File: config.mk
export PLATFORM = sky130hd
export DESIGN_NAME = alu_share_arbiter_flat
export DESIGN_NICKNAME = d
export VERILOG_FILES = /design/src/rtl/alu_share_arbiter_if.sv /design/src/rtl/alu_share_arbiter.sv /design/src/flat_wrapper.sv
export SDC_FILE = /design/constraint.sdc
export NUM_CORES = 1
export LEC_CHECK = 0
export CAP_MARGIN = 20
export CORE_MARGIN = 4
export CORE_UTILIZATION = 40
export CTS_CLUSTER_DIAMETER = 50
export CTS_CLUSTER_SIZE = 24
export DETAILED_ROUTE_END_ITERATION = 8
export PLACE_DENSITY = 0.91
export SLEW_MARGIN = 20
export SYNTH_ARGS = -nofsm -noshare
export SYNTH_HDL_FRONTEND = slang
export SYNTH_SLANG_ARGS = --single-unit
File: constraint.sdc
create_clock -name clk -period 3.6 [get_ports clk]
set_input_delay 0.54 -clock clk [delete_from_list [all_inputs] [get_ports clk]]
set_output_delay 0.54 -clock clk [all_outputs]
set_load 0.1 [all_outputs]
File: src/rtl/alu_share_arbiter_if.sv
// ---------------------------------------------------------------------------
// alu_share_arbiter_if
// Bundles every non-clock signal of the shared-ALU arbiter:
//   req0_* / req1_* : two requester valid/ready channels with operands,
//                     EXE_CMD and status-update flag
//   alu_*           : registered operands/command/status to the ALU, and
//                     the combinational ALU result/flags coming back
//   resp_*          : tagged valid/ready response channel
//   status_reg      : architectural NZCV register (V in bit 0)
// Modports: slave  = arbiter side, master = requesters/ALU/consumer side.
// ---------------------------------------------------------------------------
interface alu_share_arbiter_if #(
    parameter int DATA_W = 32
);
    logic              req0_valid;
    logic              req0_ready;
    logic [DATA_W-1:0] req0_val1;
    logic [DATA_W-1:0] req0_val2;
    logic [3:0]        req0_cmd;
    logic              req0_s;

    logic              req1_valid;
    logic              req1_ready;
    logic [DATA_W-1:0] req1_val1;
    logic [DATA_W-1:0] req1_val2;
    logic [3:0]        req1_cmd;
    logic              req1_s;

    logic [DATA_W-1:0] alu_val1;
    logic [DATA_W-1:0] alu_val2;
    logic [3:0]        alu_cmd;
    logic [3:0]        alu_status;
    logic [DATA_W-1:0] alu_res;
    logic [3:0]        alu_status_out;

    logic              resp_valid;
    logic              resp_ready;
    logic              resp_id;
    logic [DATA_W-1:0] resp_res;
    logic [3:0]        resp_status;
    logic [3:0]        status_reg;

    modport slave (
        input  req0_valid, req0_val1, req0_val2, req0_cmd, req0_s,
        output req0_ready,
        input  req1_valid, req1_val1, req1_val2, req1_cmd, req1_s,
        output req1_ready,
        output alu_val1, alu_val2, alu_cmd, alu_status,
        input  alu_res, alu_status_out,
        output resp_valid, resp_id, resp_res, resp_status, status_reg,
        input  resp_ready
    );

    modport master (
        output req0_valid, req0_val1, req0_val2, req0_cmd, req0_s,
        input  req0_ready,
        output req1_valid, req1_val1, req1_val2, req1_cmd, req1_s,
        input  req1_ready,
        input  alu_val1, alu_val2, alu_cmd, alu_status,
        output alu_res, alu_status_out,
        input  resp_valid, resp_id, resp_res, resp_status, status_reg,
        output resp_ready
    );
endinterface

File: src/rtl/alu_share_arbiter.sv
// ---------------------------------------------------------------------------
// alu_share_arbiter
// Arbitrates two requesters onto one shared 32-bit ALU, sequences each
// operation IDLE -> EXEC -> RESP, owns the NZCV status register and returns
// a registered, tagged result.
// Ports:
//   clk   : rising-edge clock
//   rst_n : asynchronous active-low reset
//   bus   : alu_share_arbiter_if.slave (requests, ALU drive, response)
// Configuration:
//   ALU_ARB_ROUND_ROBIN_EN defined   -> ties go to the requester not granted
//                                       last (last_grant resets to 1)
//   ALU_ARB_ROUND_ROBIN_EN undefined -> requester 0 always wins a tie
// ---------------------------------------------------------------------------
module alu_share_arbiter #(
    parameter int DATA_W = 32
) (
    input  logic                 clk,
    input  logic                 rst_n,
    alu_share_arbiter_if.slave   bus
);

    typedef enum logic [1:0] {
        ST_IDLE = 2'd0,
        ST_EXEC = 2'd1,
        ST_RESP = 2'd2
    } state_t;

    state_t            state_r;
    state_t            state_nxt_s;

    logic              grant_s;
    logic              tie_grant_s;
    logic              ready0_s;
    logic              ready1_s;
    logic              hs_s;

    logic [DATA_W-1:0] val1_r;
    logic [DATA_W-1:0] val2_r;
    logic [3:0]        cmd_r;
    logic              s_r;
    logic              id_r;

    logic              resp_id_r;
    logic [DATA_W-1:0] resp_res_r;
    logic [3:0]        resp_status_r;
    logic [3:0]        status_r;

`ifdef ALU_ARB_ROUND_ROBIN_EN
    logic              last_grant_r;

    // Priority pointer: remembers the requester granted at the last handshake.
    always_ff @(posedge clk or negedge rst_n) begin
        if (!rst_n) begin
            last_grant_r <= 1'b1;
        end else if (hs_s) begin
            last_grant_r <= grant_s;
        end
    end

    assign tie_grant_s = ~last_grant_r;
`else
    assign tie_grant_s = 1'b0;
`endif

    // Arbitration, ready generation and next-state decode.
    always_comb begin
        state_nxt_s = state_r;
        grant_s     = 1'b0;
        ready0_s    = 1'b0;
        ready1_s    = 1'b0;
        hs_s        = 1'b0;
        case (state_r)
            ST_IDLE: begin
                if (bus.req0_valid && bus.req1_valid) begin
                    grant_s = tie_grant_s;
                end else if (bus.req1_valid) begin
                    grant_s = 1'b1;
                end else begin
                    grant_s = 1'b0;
                end
                ready0_s = bus.req0_valid && !grant_s;
                ready1_s = bus.req1_valid && grant_s;
                hs_s     = ready0_s || ready1_s;
                if (hs_s) begin
                    state_nxt_s = ST_EXEC;
                end else begin
                    state_nxt_s = ST_IDLE;
                end
            end
            ST_EXEC: begin
                state_nxt_s = ST_RESP;
            end
            ST_RESP: begin
                if (bus.resp_ready) begin
                    state_nxt_s = ST_IDLE;
                end else begin
                    state_nxt_s = ST_RESP;
                end
            end
            default: begin
                state_nxt_s = ST_IDLE;
            end
        endcase
    end

    // FSM state register.
    always_ff @(posedge clk or negedge rst_n) begin
        if (!rst_n) begin
            state_r <= ST_IDLE;
        end else begin
            state_r <= state_nxt_s;
        end
    end

    // Operand capture at the handshake; these registers drive the ALU directly.
    always_ff @(posedge clk or negedge rst_n) begin
        if (!rst_n) begin
            val1_r <= {DATA_W{1'b0}};
            val2_r <= {DATA_W{1'b0}};
            cmd_r  <= 4'd0;
            s_r    <= 1'b0;
            id_r   <= 1'b0;
        end else if (hs_s) begin
            val1_r <= grant_s ? bus.req1_val1 : bus.req0_val1;
            val2_r <= grant_s ? bus.req1_val2 : bus.req0_val2;
            cmd_r  <= grant_s ? bus.req1_cmd  : bus.req0_cmd;
            s_r    <= grant_s ? bus.req1_s    : bus.req0_s;
            id_r   <= grant_s;
        end
    end

    // Result capture at the end of EXEC; status register follows only when s was set.
    always_ff @(posedge clk or negedge rst_n) begin
        if (!rst_n) begin
            resp_id_r     <= 1'b0;
            resp_res_r    <= {DATA_W{1'b0}};
            resp_status_r <= 4'd0;
            status_r      <= 4'd0;
        end else if (state_r == ST_EXEC) begin
            resp_id_r     <= id_r;
            resp_res_r    <= bus.alu_res;
            resp_status_r <= bus.alu_status_out;
            if (s_r) begin
                status_r <= bus.alu_status_out;
            end
        end
    end

    assign bus.req0_ready  = ready0_s;
    assign bus.req1_ready  = ready1_s;
    assign bus.alu_val1    = val1_r;
    assign bus.alu_val2    = val2_r;
    assign bus.alu_cmd     = cmd_r;
    // ADC/SBC consume the stored carry, so the ALU always sees the live register.
    assign bus.alu_status  = status_r;
    assign bus.resp_valid  = (state_r == ST_RESP);
    assign bus.resp_id     = resp_id_r;
    assign bus.resp_res    = resp_res_r;
    assign bus.resp_status = resp_status_r;
    assign bus.status_reg  = status_r;

endmodule
File: src/flat_wrapper.sv
// flat-port wrapper written by rule: the top's interface ports become plain ports
module alu_share_arbiter_flat 
#(
    parameter int DATA_W = 32
)
  (clk, rst_n, bus_req0_valid, bus_req0_val1, bus_req0_val2, bus_req0_cmd, bus_req0_s, bus_req0_ready, bus_req1_valid, bus_req1_val1, bus_req1_val2, bus_req1_cmd, bus_req1_s, bus_req1_ready, bus_alu_val1, bus_alu_val2, bus_alu_cmd, bus_alu_status, bus_alu_res, bus_alu_status_out, bus_resp_valid, bus_resp_id, bus_resp_res, bus_resp_status, bus_status_reg, bus_resp_ready);
  alu_share_arbiter_if #(.DATA_W(DATA_W)) bus_i ();
  input  logic clk;
  input  logic rst_n;
  input wire logic [$bits(bus_i.req0_valid)-1:0] bus_req0_valid;
  input wire logic [$bits(bus_i.req0_val1)-1:0] bus_req0_val1;
  input wire logic [$bits(bus_i.req0_val2)-1:0] bus_req0_val2;
  input wire logic [$bits(bus_i.req0_cmd)-1:0] bus_req0_cmd;
  input wire logic [$bits(bus_i.req0_s)-1:0] bus_req0_s;
  output wire logic [$bits(bus_i.req0_ready)-1:0] bus_req0_ready;
  input wire logic [$bits(bus_i.req1_valid)-1:0] bus_req1_valid;
  input wire logic [$bits(bus_i.req1_val1)-1:0] bus_req1_val1;
  input wire logic [$bits(bus_i.req1_val2)-1:0] bus_req1_val2;
  input wire logic [$bits(bus_i.req1_cmd)-1:0] bus_req1_cmd;
  input wire logic [$bits(bus_i.req1_s)-1:0] bus_req1_s;
  output wire logic [$bits(bus_i.req1_ready)-1:0] bus_req1_ready;
  output wire logic [$bits(bus_i.alu_val1)-1:0] bus_alu_val1;
  output wire logic [$bits(bus_i.alu_val2)-1:0] bus_alu_val2;
  output wire logic [$bits(bus_i.alu_cmd)-1:0] bus_alu_cmd;
  output wire logic [$bits(bus_i.alu_status)-1:0] bus_alu_status;
  input wire logic [$bits(bus_i.alu_res)-1:0] bus_alu_res;
  input wire logic [$bits(bus_i.alu_status_out)-1:0] bus_alu_status_out;
  output wire logic [$bits(bus_i.resp_valid)-1:0] bus_resp_valid;
  output wire logic [$bits(bus_i.resp_id)-1:0] bus_resp_id;
  output wire logic [$bits(bus_i.resp_res)-1:0] bus_resp_res;
  output wire logic [$bits(bus_i.resp_status)-1:0] bus_resp_status;
  output wire logic [$bits(bus_i.status_reg)-1:0] bus_status_reg;
  input wire logic [$bits(bus_i.resp_ready)-1:0] bus_resp_ready;
  assign bus_i.req0_valid = bus_req0_valid;
  assign bus_i.req0_val1 = bus_req0_val1;
  assign bus_i.req0_val2 = bus_req0_val2;
  assign bus_i.req0_cmd = bus_req0_cmd;
  assign bus_i.req0_s = bus_req0_s;
  assign bus_req0_ready = bus_i.req0_ready;
  assign bus_i.req1_valid = bus_req1_valid;
  assign bus_i.req1_val1 = bus_req1_val1;
  assign bus_i.req1_val2 = bus_req1_val2;
  assign bus_i.req1_cmd = bus_req1_cmd;
  assign bus_i.req1_s = bus_req1_s;
  assign bus_req1_ready = bus_i.req1_ready;
  assign bus_alu_val1 = bus_i.alu_val1;
  assign bus_alu_val2 = bus_i.alu_val2;
  assign bus_alu_cmd = bus_i.alu_cmd;
  assign bus_alu_status = bus_i.alu_status;
  assign bus_i.alu_res = bus_alu_res;
  assign bus_i.alu_status_out = bus_alu_status_out;
  assign bus_resp_valid = bus_i.resp_valid;
  assign bus_resp_id = bus_i.resp_id;
  assign bus_resp_res = bus_i.resp_res;
  assign bus_resp_status = bus_i.resp_status;
  assign bus_status_reg = bus_i.status_reg;
  assign bus_i.resp_ready = bus_resp_ready;
  alu_share_arbiter #(.DATA_W(DATA_W)) u_core (.clk(clk), .rst_n(rst_n), .bus(bus_i));
endmodule
[Yosys cells after proc, flatten, opt, wreduce, memory -nomap -nowiden]
Index checks and enable logic that the tools add are counted.
Word-level totals
  flip-flop bits (word level): 113
  logic and storage cells: 33
Cells by class
  equality and inequality tests: 2
  mux-type cells: 14
  reduce and logical (&&, ||, !) cells: 7
Operators by type and width (number)
  $mux 32: 2
  $mux 1: 9
  $pmux 2 s3: 1
  $mux 4: 1
  $logic_and 1x1->1: 3
  $eq 2x1->1 const B: 1
  $eq 2x2->1 const B: 1
  $logic_not 2->1: 1
  $mux 2: 1
  $reduce_and 2->1: 1
  $logic_not 1->1: 1
  $logic_or 1x1->1: 1

[Logic depth before layout (Yosys ltp)]
Gate-level depths: netlist of the first run.
  depth in word-level cells: 8
  mapped depth: 8

[Worst setup path before layout of the first run]
OpenSTA, ideal clock, no wires.
  kind: input port to output port
  start: input bus_req0_valid
  end: output bus_req0_ready
  arrival time: 3.168 ns
  setup slack: -0.108 ns
  cell stages on the path: 3
  cell sequence: buf_6 > clkbuf_1 > nor3b_1
Between the ends
  word-level cells in the longest chain between the ends: 6
Ends and longest elaborated chain
  start, declared: RTL line flat_wrapper.sv:10  | input wire logic [$bits(bus_i.req0_valid)-1:0] bus_req0_valid;
  $logic_and 1x1->1: RTL line alu_share_arbiter.sv:75  | if (bus.req0_valid && bus.req1_valid) begin
  $mux 1: RTL line alu_share_arbiter.sv:75
  $mux 1: RTL line alu_share_arbiter.sv:73  | case (state_r)
  $logic_not 1->1: RTL line alu_share_arbiter.sv:82  | ready0_s = bus.req0_valid && !grant_s;
  $logic_and 1x1->1 (*): RTL line alu_share_arbiter.sv:82
  $mux 1 (*): RTL line alu_share_arbiter.sv:73
  end, declared: RTL line flat_wrapper.sv:15  | output wire logic [$bits(bus_i.req0_ready)-1:0] bus_req0_ready;
Mark *: on every way between the ends. The rest lies on a longest branch, timed or not. The select of a mux whose other input is x is not followed.

[Worst setup path in the final report of the first run]
  start: input bus_req1_valid
  end: output bus_req1_ready
Between the ends
  word-level cells in the longest chain between the ends: 5
Ends and longest elaborated chain
  start, declared: RTL line flat_wrapper.sv:16  | input wire logic [$bits(bus_i.req1_valid)-1:0] bus_req1_valid;
  $mux 1 / $logic_and 1x1->1 (equally long branches): RTL line alu_share_arbiter.sv:77, alu_share_arbiter.sv:75
  $mux 1: RTL line alu_share_arbiter.sv:75
  $mux 1: RTL line alu_share_arbiter.sv:73
  $logic_and 1x1->1 (*): RTL line alu_share_arbiter.sv:83  | ready1_s = bus.req1_valid && grant_s;
  $mux 1 (*): RTL line alu_share_arbiter.sv:73
  end, declared: RTL line flat_wrapper.sv:21  | output wire logic [$bits(bus_i.req1_ready)-1:0] bus_req1_ready;
Marks and branches as above.

==> results of run 1 <==
sequential cells by signal (all words and copies together) (netlist names):
name,count
u_core.s_r,1
u_core.bus.alu_val1,32
u_core.bus.resp_status,4
u_core.bus.resp_res,32
u_core.id_r,1
u_core.bus.alu_status,4
u_core.state_r,2
u_core.bus.resp_id,1
u_core.bus.alu_val2,32
u_core.bus.alu_cmd,4
stage by stage:
stage / worst slack [ns] / hold slack, ns / instance area [um2]
finish: 0.762 / 0.169 / 8560
global route: 0.692 / 0.214 / 8560
CTS: 0.749 / 0.181 / 8560
detailed placement: 0.759 / 0.490 / 7990
global placement: 0.802 / 0.474 / 7990
floorplan: 0.892 / 0.244 / 4950
placed cells by master (no fill, tap or decap):
| master | netlist | final |
|---|---|---|
| clkdlybuf4s50_1 | 0 | 289 |
| inv_1 | 59 | 59 |
| or2_2 | 1 | 1 |
| clkinvlp_4 | 0 | 4 |
| clkbuf_16 | 0 | 17 |
| nor2_1 | 1 | 1 |
| nor3_2 | 0 | 1 |
| mux2_2 | 52 | 52 |
| clkbuf_1 | 9 | 3 |
| buf_4 | 4 | 6 |
| nor2b_1 | 1 | 1 |
| inv_2 | 1 | 1 |
| o22ai_1 | 57 | 57 |
| nand2_1 | 1 | 1 |
| nor3b_2 | 0 | 1 |
| mux2i_1 | 57 | 57 |
| o21ai_0 | 3 | 3 |
| or4b_4 | 1 | 1 |
| buf_12 | 0 | 4 |
| a22o_1 | 12 | 12 |
| nand2b_1 | 2 | 2 |
| clkinv_2 | 0 | 4 |
| buf_2 | 12 | 1 |
| bufinv_16 | 0 | 2 |
| dfrtp_1 | 113 | 113 |
| clkbuf_8 | 0 | 2 |
final cells by class:
cell class / instances / area [um2] / share of cell area
clock buffers: 22 / 464 / 0.0542
clock inverters: 10 / 110 / 0.0129
inverters: 60 / 225 / 0.0263
multi-input cells: 190 / 1700 / 0.199
flip-flops and latches: 113 / 2830 / 0.330
well taps: 168 / 210 / 0.0246
repair buffers: 300 / 3020 / 0.353
worst max-delay path by stage:
stage / from / to / slack, ns / depth (start not counted)
2_1_floorplan: bus_req0_valid / bus_req0_ready / 0.89 / 3
3_3_place_gp: bus_req1_valid / bus_req1_ready / 0.80 / 4
3_5_place_dp: bus_req1_valid / bus_req1_ready / 0.76 / 4
4_1_cts: bus_req1_valid / bus_req1_ready / 0.75 / 4
5_1_grt: bus_req1_valid / bus_req1_ready / 0.69 / 4
6_report: bus_req1_valid / bus_req1_ready / 0.76 / 4
worst reg2reg max path, cell delays in order (launching register included):
cell	delay, ns
dfrtp_1	0.44
or4b_4	0.67
inv_2	0.42
buf_12	0.27
o22ai_1	0.14
mux2i_1	0.19
routing by layer:
layer  global-route usage  up-vias  wire length (um)
met5                    0        -                 0
met3               0.0750       41              1270
met4               0.0956        0               446
li1                     -     1964                 -
met1                0.246     2014              5910
met2                0.397      191              8310
cell families after synthesis:
logic type	Yosys count	share of synthesized area
simple gates	9	0.0119
flops	113	0.572
buf+inv	93	0.0858
compound gates	72	0.0964
mux	109	0.234
==> reports/metrics.cfg, run 1 <==
[synthesis]
postSynthRegisterBits = 113
top_cell_type_s_share_of_synthesized_area = 0.572
synth.cells.most_frequent = dfrtp_1, inv_1, mux2i_1, o22ai_1, mux2_2
asyncSetResetFlopFracSynth = 1.00
seq_area_frac_synth = 0.572
ys.flop_type = dfrtp_1
synth_area_leaders = dfrtp_1, mux2_2, mux2i_1
syn-instance-count = 396
synth_nets = 575
synthesis.yosys.warnings = 0
post_synth.cell_area_avg_um2 = 12.5
synthMostInstantiatedCell = dfrtp_1
number_of_synthesized_flops_with_an_enable_pin = 0
synthesis.area_um2 = 4940
post-synth-top-area-cell = dfrtp_1
ys_types = 21

[flow_run]
max_cap_violation_count = 0

[global_routing]
number_of_global_route_vias_before_repair = 4761
grt_use_total = 0.225
grt_start_max_net_pins = 64
grt_first_pass_wirelength_um = 25100
antenna_violations_before_repair = 0
grt-ovfl-total = 0

[cts]
cts_num_sinks = 113
cts_buffer_depth = 2
cts_max_level = 4
cts_tree = built
post_cts_resize_count = 0
holdBufCountCts = 0
ctsRootBufferMaster = clkbuf_16
clock_input_transition_at_the_sequential_cells_of_the_worst_setup_and_hold_paths_ns = 0.05
post_cts_repair_timing_setup_buffer_count = 0
tritoncts.num_buffers = 17
clock_latency_ns = 0.40

[routing]
post_drt_wl_per_cell_um = 18.5
vias_per_cell = 4.88
antenna_left = 0
detailroute.via_count = 4210
post-route-drc-count = 0
dr.pass1.iters = 4
detail_route.wirelength_um = 15900
initialDrtViolationCount = 159

[sta]
post-route-period-util = 0.788
finalSetupTns_ns = 0
finalClockSkew_ns = 0.00702
fin_crit_ns = 2.84
timing_hold_violations_final = 0
timing.fmax_mhz = 352
worst-slew-pin-transition_ns = 1.04
rsz_0062_raised_after_global_routing = no
final_setup_fails = 0
timing_max_transition_violations_final = 0
timing.max_slew.rel_slack = 0.301

[setup_path]
r2r-end = u_core.bus.alu_val2[25]
critical-path-slowest-cell = or4b_4
endpoint_kind = output pin
reg2reg_setup_slack_ns = 1.39
crit_chain = clkdlybuf4s50_1 > or4b_4 > inv_2 > buf_12
r2r-start = u_core.state_r[1]
cpPeakStageDelay_ns = 0.58
cp_data_required_time_ns = 3.06
criticalPathCategory = in -> out
reg2reg_depth = 5
worst_path_dominant_cell_family = buffers and inverters
worst-endpoint-arrival_ns = 2.30
setup.worst_path.start_class = primary input
timing.critical_path.fanout_max = 22
path_buf_inv = 3

[cells_and_area]
syn2layout_area_growth_pct = 73.2
instances_no_fill = 863
post_layout_utilization_of_the_core = 0.710
fillerInstances = 813
num-nets-final = 861
antenna_cells_inserted = 0
final_layout_size_suffix_gt1_frac = 0.140

[outcome]
run_status = finished, final reports clean

[die]
floorplan.die.width_um = 119
std_cell_rows = 40
initial_core_util = 0.410
die_y_um = 119
core_area_um2 = 12100
design.portCount = 295
die_area_um2 = 14200

[place]
place_hpwl_um = 12000
gp_congestion = 0.832
io_buffer_count = 294
numPlacedInstances = 831

[worst_hold_path]
timing.hold.worst.class = in -> async

Power of run 1 is not shown: default switching activity piles up to over one toggle a cycle in this logic, so the estimate is an artifact.
==> inputs of run 2 (changes only) <==
--- a/config.mk
+++ b/config.mk
@@ -7,11 +7,11 @@
 export LEC_CHECK = 0
 export CAP_MARGIN = 20
 export CORE_MARGIN = 4
-export CORE_UTILIZATION = 40
+export CORE_UTILIZATION = 38
 export CTS_CLUSTER_DIAMETER = 50
 export CTS_CLUSTER_SIZE = 24
 export DETAILED_ROUTE_END_ITERATION = 8
-export PLACE_DENSITY = 0.91
+export PLACE_DENSITY = 0.87
 export SLEW_MARGIN = 20
 export SYNTH_ARGS = -nofsm -noshare
 export SYNTH_HDL_FRONTEND = slang
==> constraint.sdc (replaced) <==
create_clock -name clk -period 2.9 [get_ports clk]
set_input_delay 0.435 -clock clk [delete_from_list [all_inputs] [get_ports clk]]
set_output_delay 0.435 -clock clk [all_outputs]
set_load 0.1 [all_outputs]
==> reports/metrics.cfg, run 2 (synthesis gave the netlist of run 1 again) <==
[global_routing]
grt_start_max_net_pins = 60
antenna_violations_before_repair = 0
grt_use_total = 0.214
number_of_global_route_vias_before_repair = 4664
grt_first_pass_wirelength_um = 24300
grt-ovfl-total = 0

[cts]
tritoncts.num_buffers = 17
clock_input_transition_at_the_sequential_cells_of_the_worst_setup_and_hold_paths_ns = 0.06
cts_buffer_depth = 2
ctsRootBufferMaster = clkbuf_16
cts_tree = built
holdBufCountCts = 0
post_cts_repair_timing_setup_buffer_count = 0
cts_max_level = 4
cts_num_sinks = 113
post_cts_resize_count = 0
clock_latency_ns = 0.42

[setup_path]
critical-path-slowest-cell = or4b_4
cpPeakStageDelay_ns = 0.68
reg2reg_depth = 5
startpoint = u_core.state_r[1]
critical_path_cell_count = 3
criticalPathCategory = reg -> out
worst_path_dominant_cell_family = simple AND/OR/NAND/NOR gates
path_buf_inv = 2
r2r-end = u_core.bus.alu_val2[8]
cp_data_required_time_ns = 2.47
r2r-start = u_core.state_r[1]
reg2reg_setup_slack_ns = 0.64
worst-endpoint-arrival_ns = 1.89
setup.worst_path.end = bus_req1_ready
setup.worst_path.start_class = flip-flop
endpoint_kind = output pin
timing.critical_path.fanout_max = 14
crit_chain = or4b_4 > inv_2 > buf_12

[cells_and_area]
mostFrequentLayoutCell = clkdlybuf4s50_1
syn2layout_area_growth_pct = 68.8
multi_input_comb_area_um2 = 1700
num-nets-final = 863
area.sequential_um2 = 2830
mostFrequentLayoutCells = clkdlybuf4s50_1, buf_4, dfrtp_1
instances_no_fill = 869
fillerInstances = 952
final_design_area_no_fill_um2 = 8340
final_layout_size_suffix_gt1_frac = 0.310
antenna_cells_inserted = 0

[die]
core_area_um2 = 12700
initial_core_util = 0.390
std_cell_rows = 41
die_y_um = 122
design.portCount = 295
die_area_um2 = 14900
floorplan.die.width_um = 122

[sta]
timing_hold_violations_final = 0
fin_crit_ns = 2.32
post-route-period-util = 0.800
final_setup_fails = 0
timing_max_transition_violations_final = 0
finalSetupTns_ns = 0
rsz_0062_raised_after_global_routing = no
worst-slew-pin-transition_ns = 0.776
timing.max_slew.rel_slack = 0.483
finalClockSkew_ns = 0.00850
timing.fmax_mhz = 431

[place]
io_buffer_count = 294
numPlacedInstances = 837
place_hpwl_um = 12100
place_area_um2 = 7710
gp_congestion = 0.793

[routing]
initialDrtViolationCount = 162
post_drt_wl_per_cell_um = 18.3
detailroute.via_count = 4250
vias_per_cell = 4.89
detail_route.wirelength_um = 15900
post-route-drc-count = 0
dr.pass1.iters = 4
antenna_left = 0

[outcome]
run_status = finished, final reports clean

[flow_run]
max_cap_violation_count = 0

[worst_hold_path]
timing.hold.worst.class = in -> async

[run 2: cell types whose count changed in the layout (fill, tap and decap cells not counted)]
cell             change
buf_12               -1
buf_4              +116
clkinvlp_4           -1
clkbuf_8             -1
clkdlybuf4s50_1    -113
bufinv_16            +2
clkbuf_1             -3
nand2b_1             -1
clkinv_4             +3
nand2b_2             +1
[run 2: layout make-up]
class / count / share of cell area
clock inverter: 14 / 0.0226
clock buffer: 18 / 0.0526
tap: 172 / 0.0258
sequential: 113 / 0.339
multi-input combinational: 190 / 0.204
inverter: 60 / 0.0270
timing repair buffer: 302 / 0.329
[run 2: worst register-to-register path, stage by stage (launching register included)]
cell     delay (ns)
dfrtp_1        0.46
or4b_4         0.68
inv_2          0.14
buf_4          0.42
o22ai_1        0.24
mux2i_1        0.22
[run 2: layer usage]
layer	share of wire	global-route usage	up-vias
li1	-	-	1956
met1	0.35	0.226	2037
met2	0.52	0.378	218
met3	0.10	0.0915	39
met4	0.027	0.0805	0
met5	0	0	-
[run 2: worst min-delay path by stage]
stage	from	to	slack, ns	cells after the start
final	rst_n	u_core.bus.alu_val2[19]	0.09	1
after global routing	rst_n	u_core.bus.alu_val1[16]	0.14	1
after CTS	rst_n	u_core.bus.alu_val2[29]	0.12	1
after detailed placement	u_core.bus.resp_id	u_core.bus.resp_id	0.48	2
after global placement	u_core.bus.resp_id	u_core.bus.resp_id	0.47	2
after floorplan	rst_n	u_core.bus.alu_cmd[0]	0.14	0
[run 2: through the flow]
step	utilization	setup WS, ns	hold WS [ns]
floorplan	-	0.402	0.139
global placement	0.609	0.444	0.469
detailed placement	0.609	0.333	0.481
CTS	0.658	0.562	0.119
global route	0.658	0.525	0.139
finish	0.658	0.580	0.0926
Power of run 2 is left out for the same reason.
==> variant: new RTL, settings of run 2 <==
Build with the macro `ALU_ARB_ROUND_ROBIN_EN` defined.
--- a/src/rtl/alu_share_arbiter.sv
+++ b/src/rtl/alu_share_arbiter.sv
@@ -12,6 +12,8 @@
 //                                       last (last_grant resets to 1)
 //   ALU_ARB_ROUND_ROBIN_EN undefined -> requester 0 always wins a tie
 // ---------------------------------------------------------------------------
+`define ALU_ARB_ROUND_ROBIN_EN
+
 module alu_share_arbiter #(
     parameter int DATA_W = 32
 ) (
Formal check against the unedited RTL: not equivalent (a bounded check fails within 4 cycles, from zero or initial values and one cycle with rst_n low).
==> variant against run 2 <==
Area after synthesis increased by 12%. Design area increased by 6.0%. Sequential share of layout area decreased by 1.6 points. Sequential cell count increased by 1. Routed wire length increased by 19%. Setup slack improved by 270 ps. First-iteration DRC count increased to 2.7 times the old value. Largest cell class unchanged.
Power is not shown: default switching activity piles up to over one toggle a cycle in this logic, so the estimate is an artifact.
==> variant: results (changes against run 2) <==
| Metric | Value |
|---|---|
| Avg WL per Cell | `19.5 microns (+6.9%)` |
| Final slew viol count | `0 (unchanged)` |
| Share of layout cells above drive strength 1 | `26.7% (-4.2 points)` |
| CP max stage cell | `clkdlybuf4s50_1` |
| PostCTS Resize Cnt | `0 (unchanged)` |
| Path depth of the worst reg2reg path | `3 (-2)` |
| Top post-synthesis cells by area | `dfrtp_1 (51%), o2111ai_1 (11%), o211ai_1 (9.3%)` |
| Vias in the first global route | `5395 (+16%)` |
| H-tree depth | `4 (unchanged)` |
| Worst-path fanout max | `4 (-10)` |
| Worst stage delay on the critical path | `630 ps (-50 ps)` |
| Routability congestion estimate | `0.833 (+5.0%)` |
| Total CTS buffers | `17 (unchanged)` |
| First-pass GRT wire length | `29200 microns (+20%)` |
| Multiplexer share of the synthesized area | `9.59% (-14 points)` |
| Capturing point of the worst reg2reg path | `u_core.bus.resp_res[31]` |
| Clock insertion delay at the later pin of the skew report | `410 ps` |
| Largest net degree at the start of global routing | `70 (+17%)` |
| Flop-to-flop setup slack | `970 ps (+330 ps)` |
| Skew final | `10.4 ps (+1.91 ps)` |
| Clk pin slew, worst setup/hold paths | `50 ps` |
| DP HPWL | `13300 microns (+11%)` |
| Net count after synthesis | `688 (+20%)` |
| Antenna violations before repair | `0 (unchanged)` |
| Critical register-to-register path startpoint | `u_core.state_r[1]` |
| DR iter-0 viols | `439 (+170%)` |
| Synth cell types | `24 (+14%)` |
| Async SR Flop Fraction | `100% (unchanged)` |
| Worst-case clock buffer depth | `2 (unchanged)` |
| Compound-Gate Fraction of Synth Area | `26.9% (+17 points)` |
| Nets | `955 (+11%)` |
| Seq/Total Area, Yosys | `51.3% (-5.9 points)` |
| Vias after detailed routing | `5343 (+26%)` |
| Status | `finished, final reports clean` |
| Cell family with most CP delay | `buffers and inverters` |
| Ys Warns | `0 (unchanged)` |
| Period minus WS final | `2050 ps (-274 ps)` |
| Slew headroom | `44.2% (-4.1 points)` |
| Overall Global Routing Usage | `22.4% (+0.97 points)` |
| PortBufs | `294 (unchanged)` |
| Top post-synthesis cells by count | `dfrtp_1 (113), inv_1 (71), o2111ai_1 (69), o211ai_1 (69), o21ai_0 (42)` |
| Post-CTS Setup Bufs | `0 (unchanged)` |
| Drt pass-1 iters | `5 (+1)` |
## variant: cell types whose count changed after synthesis, moves of 23 or more
cell	run 2	this run
o22ai_1	57	0
clkbuf_1	9	32
o2111ai_1	0	69
o21ai_0	3	42
mux2i_1	57	0
mux2_2	52	22
o21ai_1	0	30
o211ai_1	0	69
## variant: layout make-up
cell class,instances,area [sq um]
Fill cell,1132,5250
Inverter,73,274
Tap cell,180,225
Multi-Input combinational cell,262,2100
Clock inverter,8,100
Timing Repair Buffer,308,2790
Clock buffer,24,502
Sequential cell,114,2850
## variant: metal layers
metal  GRT usage, %  part of all wire, %  routed length [microns]  vias to the layer above
met1           27.2                   39                     7310                     2562
met4           10.5                  3.4                      638                        0
met3           7.26                  9.3                     1750                       49
li1               -                    -                        -                     2436
met5              0                    0                        0                        -
met2           36.1                   49                     9220                      296
## variant: worst max path at each step
stage	from	to	slack [ps]	cells past startpoint
2_1_floorplan	u_core.last_grant_r	bus_req0_ready	160	4
3_3_place_gp	bus_req1_valid	bus_req0_ready	850	5
3_5_place_dp	bus_req1_valid	u_core.bus.alu_val1[30]	770	4
4_1_cts	bus_req1_valid	bus_req0_ready	830	5
5_1_grt	bus_req1_valid	bus_req0_ready	770	5
6_report	bus_req1_valid	bus_req0_ready	850	5
## variant: cell families (layout without fill, tap and decap cells)
kind of cell | count (synthesis) | count (layout)
muxes | 41 | 41
buffers and inverters | 133 | 413
DFF | 114 | 114
and+or+nand+nor | 9 | 9
AOI/OAI and AO/OA | 212 | 212
## variant: per-stage QoR
stage	cells	utilization (%)	worst slack (ps)	cell area (sq um)	hold WS (ps)
floorplan	509	-	157	5560	139
global placement	937	58.5	848	8240	487
CTS	969	62.7	831	8840	58.3
global route	969	62.7	768	8840	86.0
finish	969	62.7	854	8840	51.2
detailed placement	937	58.5	768	8240	496
## variant: worst reg2reg max path: stages, from the launching register on
cell and delay, ps:
dfrtp_1 420, nand2b_2 710, buf_4 360, mux2_4 320
